## src/rtl/fpu_issue_ctrl_if.sv

```systemverilog
// rtl/fpu_issue_ctrl_if.sv - request, FPU and response handshake bundle for fpu_issue_ctrl
interface fpu_issue_ctrl_if #(
    parameter int RD_W = 5
);
    logic            req_valid;
    logic            req_ready;
    logic            req_mul;
    logic [31:0]     req_a;
    logic [31:0]     req_b;
    logic [RD_W-1:0] req_rd;
    logic [31:0]     fpu_a;
    logic [31:0]     fpu_b;
    logic            fpu_mul;
    logic            fpu_start;
    logic            fpu_finish;
    logic [31:0]     fpu_s;
    logic            resp_valid;
    logic            resp_ready;
    logic [31:0]     resp_data;
    logic [RD_W-1:0] resp_rd;
    logic            resp_err;

    modport master (
        input  req_valid, req_mul, req_a, req_b, req_rd, fpu_finish, fpu_s, resp_ready,
        output req_ready, fpu_a, fpu_b, fpu_mul, fpu_start, resp_valid, resp_data, resp_rd, resp_err
    );

    modport slave (
        output req_valid, req_mul, req_a, req_b, req_rd, fpu_finish, fpu_s, resp_ready,
        input  req_ready, fpu_a, fpu_b, fpu_mul, fpu_start, resp_valid, resp_data, resp_rd, resp_err
    );
endinterface

```

## src/rtl/fpu_issue_ctrl.sv

```systemverilog
// rtl/fpu_issue_ctrl.sv - single-op FPU start/finish sequencer; FPU_ISSUE_TIMEOUT_EN adds a RUN abort timer
module fpu_issue_ctrl #(
`ifdef FPU_ISSUE_TIMEOUT_EN
    parameter int TIMEOUT_CYCLES = 4096,
`endif
    parameter int RD_W  = 5,
    parameter int CNT_W = 16
) (
    input  logic             clk,
    input  logic             rst,
    fpu_issue_ctrl_if.master bus,
    output logic             busy_o,
    output logic [CNT_W-1:0] ops_done_o
);
    typedef enum logic [2:0] {IDLE, SETUP, RUN, RESP, DRAIN} state_e;

    state_e          state_q, state_d;
    logic [31:0]     a_q, a_d, b_q, b_d, data_q, data_d;
    logic            mul_q, mul_d;
    logic [RD_W-1:0] rd_q, rd_d;
    logic [CNT_W-1:0] ops_q, ops_d;
    logic            start_q, valid_q, ready_q, busy_q;
`ifdef FPU_ISSUE_TIMEOUT_EN
    localparam int TW = $clog2(TIMEOUT_CYCLES + 1);
    logic [TW-1:0]   tmr_q, tmr_d;
    logic            err_q, err_d;
`endif

    always_comb begin
        state_d = state_q;
        a_d     = a_q;
        b_d     = b_q;
        mul_d   = mul_q;
        rd_d    = rd_q;
        data_d  = data_q;
        ops_d   = ops_q;
`ifdef FPU_ISSUE_TIMEOUT_EN
        tmr_d   = tmr_q;
        err_d   = err_q;
`endif
        case (state_q)
            IDLE: if (bus.req_valid) begin
                a_d     = bus.req_a;
                b_d     = bus.req_b;
                mul_d   = bus.req_mul;
                rd_d    = bus.req_rd;
                state_d = SETUP;
            end
            SETUP: begin
`ifdef FPU_ISSUE_TIMEOUT_EN
                tmr_d   = '0;
`endif
                state_d = RUN;
            end
            RUN: if (bus.fpu_finish) begin
                data_d  = bus.fpu_s;
`ifdef FPU_ISSUE_TIMEOUT_EN
                err_d   = 1'b0;
`endif
                state_d = RESP;
            end
`ifdef FPU_ISSUE_TIMEOUT_EN
            // Abort on the TIMEOUT_CYCLES-th RUN cycle with a quiet NaN result.
            else if (tmr_q == TW'(TIMEOUT_CYCLES - 1)) begin
                data_d  = 32'h7FC0_0000;
                err_d   = 1'b1;
                state_d = RESP;
            end else begin
                tmr_d   = tmr_q + TW'(1);
            end
`endif
            RESP: if (bus.resp_ready) begin
                ops_d   = ops_q + CNT_W'(1);
                state_d = bus.fpu_finish ? DRAIN : IDLE;
            end
            DRAIN: if (!bus.fpu_finish) state_d = IDLE;
            default: state_d = IDLE;
        endcase
    end

    // Handshake outputs are registered from the next state so they line up with it.
    always_ff @(posedge clk or posedge rst) begin
        if (rst) begin
            state_q <= IDLE;
            a_q     <= '0;
            b_q     <= '0;
            mul_q   <= 1'b0;
            rd_q    <= '0;
            data_q  <= '0;
            ops_q   <= '0;
            start_q <= 1'b0;
            valid_q <= 1'b0;
            ready_q <= 1'b1;
            busy_q  <= 1'b0;
`ifdef FPU_ISSUE_TIMEOUT_EN
            tmr_q   <= '0;
            err_q   <= 1'b0;
`endif
        end else begin
            state_q <= state_d;
            a_q     <= a_d;
            b_q     <= b_d;
            mul_q   <= mul_d;
            rd_q    <= rd_d;
            data_q  <= data_d;
            ops_q   <= ops_d;
            start_q <= (state_d == RUN);
            valid_q <= (state_d == RESP);
            ready_q <= (state_d == IDLE);
            busy_q  <= (state_d != IDLE);
`ifdef FPU_ISSUE_TIMEOUT_EN
            tmr_q   <= tmr_d;
            err_q   <= err_d;
`endif
        end
    end

    assign bus.req_ready  = ready_q;
    assign bus.fpu_a      = a_q;
    assign bus.fpu_b      = b_q;
    assign bus.fpu_mul    = mul_q;
    assign bus.fpu_start  = start_q;
    assign bus.resp_valid = valid_q;
    assign bus.resp_data  = data_q;
    assign bus.resp_rd    = rd_q;
`ifdef FPU_ISSUE_TIMEOUT_EN
    assign bus.resp_err   = err_q;
`else
    assign bus.resp_err   = 1'b0;
`endif
    assign busy_o         = busy_q;
    assign ops_done_o     = ops_q;
endmodule

```

## src/flat_wrapper.sv

```systemverilog
// flat-port wrapper written by rule: the top's interface ports become plain ports
module fpu_issue_ctrl_flat 
#(

    parameter int RD_W  = 5,
    parameter int CNT_W = 16
)
  (clk, rst, busy_o, ops_done_o, bus_req_valid, bus_req_mul, bus_req_a, bus_req_b, bus_req_rd, bus_fpu_finish, bus_fpu_s, bus_resp_ready, bus_req_ready, bus_fpu_a, bus_fpu_b, bus_fpu_mul, bus_fpu_start, bus_resp_valid, bus_resp_data, bus_resp_rd, bus_resp_err);
  fpu_issue_ctrl_if #(.RD_W(RD_W)) bus_i ();
  input  logic clk;
  input  logic rst;
  output logic busy_o;
  output logic [CNT_W-1:0] ops_done_o;
  input wire logic [$bits(bus_i.req_valid)-1:0] bus_req_valid;
  input wire logic [$bits(bus_i.req_mul)-1:0] bus_req_mul;
  input wire logic [$bits(bus_i.req_a)-1:0] bus_req_a;
  input wire logic [$bits(bus_i.req_b)-1:0] bus_req_b;
  input wire logic [$bits(bus_i.req_rd)-1:0] bus_req_rd;
  input wire logic [$bits(bus_i.fpu_finish)-1:0] bus_fpu_finish;
  input wire logic [$bits(bus_i.fpu_s)-1:0] bus_fpu_s;
  input wire logic [$bits(bus_i.resp_ready)-1:0] bus_resp_ready;
  output wire logic [$bits(bus_i.req_ready)-1:0] bus_req_ready;
  output wire logic [$bits(bus_i.fpu_a)-1:0] bus_fpu_a;
  output wire logic [$bits(bus_i.fpu_b)-1:0] bus_fpu_b;
  output wire logic [$bits(bus_i.fpu_mul)-1:0] bus_fpu_mul;
  output wire logic [$bits(bus_i.fpu_start)-1:0] bus_fpu_start;
  output wire logic [$bits(bus_i.resp_valid)-1:0] bus_resp_valid;
  output wire logic [$bits(bus_i.resp_data)-1:0] bus_resp_data;
  output wire logic [$bits(bus_i.resp_rd)-1:0] bus_resp_rd;
  output wire logic [$bits(bus_i.resp_err)-1:0] bus_resp_err;
  assign bus_i.req_valid = bus_req_valid;
  assign bus_i.req_mul = bus_req_mul;
  assign bus_i.req_a = bus_req_a;
  assign bus_i.req_b = bus_req_b;
  assign bus_i.req_rd = bus_req_rd;
  assign bus_i.fpu_finish = bus_fpu_finish;
  assign bus_i.fpu_s = bus_fpu_s;
  assign bus_i.resp_ready = bus_resp_ready;
  assign bus_req_ready = bus_i.req_ready;
  assign bus_fpu_a = bus_i.fpu_a;
  assign bus_fpu_b = bus_i.fpu_b;
  assign bus_fpu_mul = bus_i.fpu_mul;
  assign bus_fpu_start = bus_i.fpu_start;
  assign bus_resp_valid = bus_i.resp_valid;
  assign bus_resp_data = bus_i.resp_data;
  assign bus_resp_rd = bus_i.resp_rd;
  assign bus_resp_err = bus_i.resp_err;
  fpu_issue_ctrl #(.RD_W(RD_W), .CNT_W(CNT_W)) u_core (.clk(clk), .rst(rst), .bus(bus_i), .busy_o(busy_o), .ops_done_o(ops_done_o));
endmodule
```

## config.mk

```make
export PLATFORM = sky130hd
export DESIGN_NAME = fpu_issue_ctrl_flat
export DESIGN_NICKNAME = d
export VERILOG_FILES = /design/src/rtl/fpu_issue_ctrl_if.sv /design/src/rtl/fpu_issue_ctrl.sv /design/src/flat_wrapper.sv
export SDC_FILE = /design/constraint.sdc
export NUM_CORES = 1
export LEC_CHECK = 0
export CAP_MARGIN = 20
export CORE_ASPECT_RATIO = 0.5
export CORE_UTILIZATION = 41
export DETAILED_ROUTE_END_ITERATION = 10
export PLACE_DENSITY = 0.8
export RECOVER_POWER = 25
export SETUP_SLACK_MARGIN = 0.15
export SLEW_MARGIN = 20
export SYNTH_ARGS = -nofsm -noshare
export SYNTH_HDL_FRONTEND = slang
export SYNTH_SLANG_ARGS = --single-unit
```

## constraint.sdc

```tcl
create_clock -name clk -period 4.31 [get_ports clk]
set_clock_uncertainty 0.05 [all_clocks]
set_input_delay 0.431 -clock clk [delete_from_list [all_inputs] [get_ports clk]]
set_output_delay 0.431 -clock clk [all_outputs]
set_load 0.01 [all_outputs]
```

==> Yosys cells after proc, flatten, opt, wreduce, memory -nomap -nowiden <==
Index checks and enable logic that the tools add are counted.
{ "op_classes": {"addsub": 1, "eq_ne": 6, "muxes": 6, "n_reduce_logical": 6} }
{ "op_table": {"columns": ["operator", "count"], "rows": [
  ["$add A16 B1 Y16 const B", 1],
  ["$mux W3", 5],
  ["$pmux W3 S5", 1],
  ["$eq A3 B2 Y1 const B", 4],
  ["$logic_not A3 Y1", 2],
  ["$reduce_and A2 Y1", 3],
  ["$eq A3 B1 Y1 const B", 1],
  ["$eq A3 B3 Y1 const B", 1],
  ["$reduce_bool A3 Y1", 1]
]} }
{ "word_totals": {"regBits": 125, "out_inout_bits": 123, "wordCells": 30} }

==> Longest topological paths before layout <==
{ "depth": {"word_depth": 4, "ltp_mapped": 6, "ltp_nobuf": 5} }

==> Worst setup path before layout <==
No wires, ideal clock.
{ "synth_path": {"path_kind": "reg-to-reg", "start": "register u_core.state_q[0]", "end": "register u_core.a_q[0], in the netlist u_core.bus.fpu_a[0]", "setup_time_ps": 125, "arrival_ps": 1585, "required_time_ps": 4135, "setup_slack_ps": 2551, "stages_incl_launch_ff": 5, "path_buffers": 2, "path_cell_list": "dfrtp_1 -> buf_6 -> nor4b_4 -> buf_6 -> mux2_2"} }
{ "synth_via": {"elab_chain_len": 2} }
{ "synth_rtl": {"columns": ["element", "line", "rtl"], "rows": [
  ["start, declared", "fpu_issue_ctrl.sv:17", "state_e state_q, state_d;"],
  ["start signal, assigned", "fpu_issue_ctrl.sv:100", "state_q <= state_d;"],
  ["$logic_not A3 Y1", "fpu_issue_ctrl.sv:41", "case (state_q)"],
  ["$reduce_and A2 Y1 (no line)", null, null],
  ["end signal, assigned", "fpu_issue_ctrl.sv:85", "a_q <= '0;"],
  ["end signal, assigned", "fpu_issue_ctrl.sv:101", "a_q <= a_d;"],
  ["end, declared", "fpu_issue_ctrl.sv:18", "logic [31:0] a_q, a_d, b_q, b_d, data_q, data_d;"]
]} }
Every way passes these cells.
A chain may end at the register's enable or synchronous reset.

==> out/summary.txt <==
RUN STATUS
-------------------------------------------------------------------------------------
Status                                                                   finished, violations left
Violated checks                                                          capacitance limit, slew limit

PLACED DESIGN
-------------------------------------------------------------------------------------
Number of buffer cells added on primary ports                                     228
Global placer's final weighted congestion                                       0.772
Half-perimeter wire length after detailed placement                           7.96 mm

GLOBAL ROUTE
-------------------------------------------------------------------------------------
Overflow left after global routing                                                  0
Wire length of the first global-routing pass                                  18.3 mm
All-Layer GR Usage                                                              19.5%
Antenna violations before repair                                                    0
Via count of the first global-routing pass                                       3587
Pin count of the biggest net entering global routing                               70

POWER AND IR DROP
-------------------------------------------------------------------------------------
Cell internal pwr                                                             4.21 mW
Maximum vdd drop                                                               360 µV
Sequential share of power                                                       34.4%
Switching share of power                                                        28.0%
Areal power density over the cells                                         743 nW/µm²
Clock Power Share                                                               26.4%
Overall power                                                                 5.84 mW
Leakage                                                                       3.28 nW
Logic pwr share                                                                 39.2%
Switching component of the power                                              1.63 mW

TIMING
-------------------------------------------------------------------------------------
Post-route fraction of the period consumed by the critical path                 64.2%
RSZ-0062 raised after global routing                                               no
Worst slew margin relative to its limit                                        -92.5%
Slew of the pin with the lowest slew margin                                   2870 ps
Clock period minus final worst setup slack                                    2770 ps
# setup viols final                                                                 0
Max-slew violation count                                                           66
Highest clock frequency the design can meet                                 0.361 GHz
Final hold vios                                                                     0
Final-layout setup total negative slack                                          0 ps

CRITICAL PATH
-------------------------------------------------------------------------------------
Startpoint kind of the worst setup timing path                           primary input
Register-to-register setup slack                                              1840 ps
Worst setup path category                                                primary input to async pin
Required @ worst endpoint                                                     4790 ps
Endpoint class of the critical path                                         async pin
Max Fanout on Critical Path                                                        65
Worst R2R End                                                            u_core.bus.fpu_a[15]
Data arrival time of the critical path                                        3240 ps
Worst flop-to-flop path startpoint                                       u_core.state_q[0]
Number of cell instances on the worst register-to-register path                     3

FINISH
-------------------------------------------------------------------------------------
Most frequent standard cell in the layout excluding fill and tap cells   sky130_fd_sc_hd__clkdlybuf4s50_1
Antenna diodes                                                                      0
Share of post-route cells with drive strength above 1                           25.3%
Most frequent cells in the layout                                        sky130_fd_sc_hd__clkdlybuf4s50_1, sky130_fd_sc_hd__dfrtp_1, sky130_fd_sc_hd__mux2_2
Area growth from synthesis to final layout                                      61.7%
Final core area utilization                                                     69.8%
Number of nets in the final layout                                                650

DETAILED ROUTING
-------------------------------------------------------------------------------------
Average detailed-routed wire length per instance                              15.7 µm
ANT nets after route                                                                0
Vias per std cell                                                                4.65
Remaining routing DRC violations                                                    0
Total number of vias                                                             3313
1st-pass router iterations                                                          4
Sum of routed wire length over all layers                                     11.2 mm
Number of DRC markers after the initial detailed-route iteration                  136

DIE
-------------------------------------------------------------------------------------
Die area                                                                    12300 µm²
Core area                                                                   11200 µm²
Die Y                                                                         79.0 µm
Initial cell density of the core                                                43.2%
Rows                                                                               27
Die W                                                                          156 µm
IO Count                                                                          230

CLOCK TREE
-------------------------------------------------------------------------------------
Buffer levels on the longest clock path                                             2
Clk Tree Root Cell                                                       sky130_fd_sc_hd__clkbuf_16
TritonCTS sink count                                                              125
Clock Latency Late Sink                                                        400 ps
CTS resizes                                                                         0
Cts hold-fix bufs                                                                   0
Number of post-CTS setup repair buffers                                             0
TritonCTS clock tree                                                            built
Reg clk slew, reported paths                                                    60 ps
Number of levels in the clock H-tree                                                4
Num CTS Buffers                                                                    17

MIN PATH
-------------------------------------------------------------------------------------
Worst Min Path Start                                                     u_core.ops_done_o[15]
Type of the most critical hold path                                      register to register
Worst Hold End                                                           u_core.ops_done_o[15]
Cell count of the worst hold path                                                   1

LOGIC SYNTHESIS
-------------------------------------------------------------------------------------
Synth Register Bits                                                               125
Library cells used by synthesis                                                    27
Share of the synthesized area in the top cell type                              63.9%
Yosys warns                                                                         0
Cell taking the most area after synthesis                                sky130_fd_sc_hd__dfrtp_1
Share of synthesized area occupied by flip-flops and latches                    64.4%
Main area contributors after synthesis                                   sky130_fd_sc_hd__dfrtp_1, sky130_fd_sc_hd__mux2_2, sky130_fd_sc_hd__buf_6
Synth Net Count                                                                   412
Cell count after synthesis                                                        304
Mapped Avg Cell Area                                                         16.0 µm²
Post-synth design cell area                                                  4860 µm²

RUN
-------------------------------------------------------------------------------------
Reported max-cap violation count                                                    1

-- stage by stage --
step	std cells	setup slack [ps]	hold WS, ps	cell area [µm²]
after floorplan	304	503	458	4860
after global placement	682	1820	417	7250
after detailed placement	682	1760	428	7250
after CTS	713	2010	446	7890
after global routing	713	1060	461	7860
final	713	1540	441	7860
-- cells by family after synthesis --
kind of cell | synth area share, %
compound gates | 0.335
xor+xnor | 2.70
simple gates | 5.54
buf+inv | 3.04
flops | 64.4
mux | 23.6
fa+ha+maj | 0.257
other cells | 0.0772
-- cell usage after synthesis --
cell type	number
sky130_fd_sc_hd__dfrtp_1	124
sky130_fd_sc_hd__mux2_2	100
sky130_fd_sc_hd__xnor2_1	10
sky130_fd_sc_hd__nand2_1	9
sky130_fd_sc_hd__buf_6	8
sky130_fd_sc_hd__nand4_1	7
sky130_fd_sc_hd__inv_1	6
sky130_fd_sc_hd__nor2_1	6
sky130_fd_sc_hd__nand3_1	5
sky130_fd_sc_hd__xor2_1	5
sky130_fd_sc_hd__buf_4	4
sky130_fd_sc_hd__and3_1	2
sky130_fd_sc_hd__mux2_1	2
sky130_fd_sc_hd__nor3_1	2
sky130_fd_sc_hd__nor4b_4	2
sky130_fd_sc_hd__a2111oi_0	1
sky130_fd_sc_hd__a21o_1	1
sky130_fd_sc_hd__and2_1	1
sky130_fd_sc_hd__and4b_1	1
sky130_fd_sc_hd__buf_2	1
sky130_fd_sc_hd__conb_1	1
sky130_fd_sc_hd__dfstp_2	1
sky130_fd_sc_hd__ha_1	1
sky130_fd_sc_hd__nand4b_4	1
sky130_fd_sc_hd__nor3_2	1
sky130_fd_sc_hd__nor4_2	1
sky130_fd_sc_hd__or3_4	1
-- flip-flops by register name (all words and copies together), names as in the netlist --
| register | flops |
|---|---|
| u_core.busy_o | 1 |
| u_core.bus.resp_rd | 5 |
| u_core.bus.resp_valid | 1 |
| u_core.bus.resp_data | 32 |
| u_core.bus.fpu_mul | 1 |
| u_core.bus.fpu_a | 32 |
| u_core.bus.req_ready | 1 |
| u_core.bus.fpu_start | 1 |
| u_core.bus.fpu_b | 32 |
| u_core.ops_done_o | 16 |
| u_core.state_q | 3 |
-- how the worst max path moves through the flow --
stage                            from                  endpoint  cells past startpoint
floorplan                         rst       u_core.bus.fpu_a[0]                      1
global placement        bus_req_valid      u_core.bus.fpu_b[23]                      4
detailed placement      bus_req_valid      u_core.bus.fpu_a[15]                      4
CTS                 u_core.state_q[0]       u_core.bus.fpu_a[2]                      3
global route                      rst  u_core.bus.resp_data[11]                      3
finish                            rst  u_core.bus.resp_data[14]                      3
-- cell type report --
class                   count  area [µm²]
fillers                   817        3390
flip-flops and latches    125        3130
multi-input cells         160        1550
clock buffers              17         425
inverters                   6        23.8
repair buffers            232        2310
well taps                 159         199
clock inverters            14         219
-- power by group through the flow --
stage | logic [mW] | clock network, mW | registers (mW)
2_1_floorplan | 0.808 | 0 | 2.26
3_3_place_gp | 2.28 | 0 | 2.01
3_5_place_dp | 2.32 | 0 | 2.04
4_1_cts | 2.33 | 1.58 | 2.03
5_1_grt | 2.43 | 1.63 | 2.09
6_report | 2.29 | 1.54 | 2.01
-- worst max-delay path: stages --
cell	delay (ps)
sky130_fd_sc_hd__dlygate4sd3_1	550
sky130_fd_sc_hd__clkinvlp_2	1610
sky130_fd_sc_hd__buf_4	620
-- metal layers --
metal | GRT usage [%] | vias up | part of all wire [%] | routed length, µm
met3 | 5.40 | 13 | 4.2 | 469
met1 | 23.4 | 1670 | 42 | 4660
met4 | 6.37 | 0 | 1.3 | 145
met5 | 0 | - | 0 | 0
met2 | 34.2 | 85 | 53 | 5950
li1 | - | 1545 | - | -
Power figures use the tool's default switching activity.
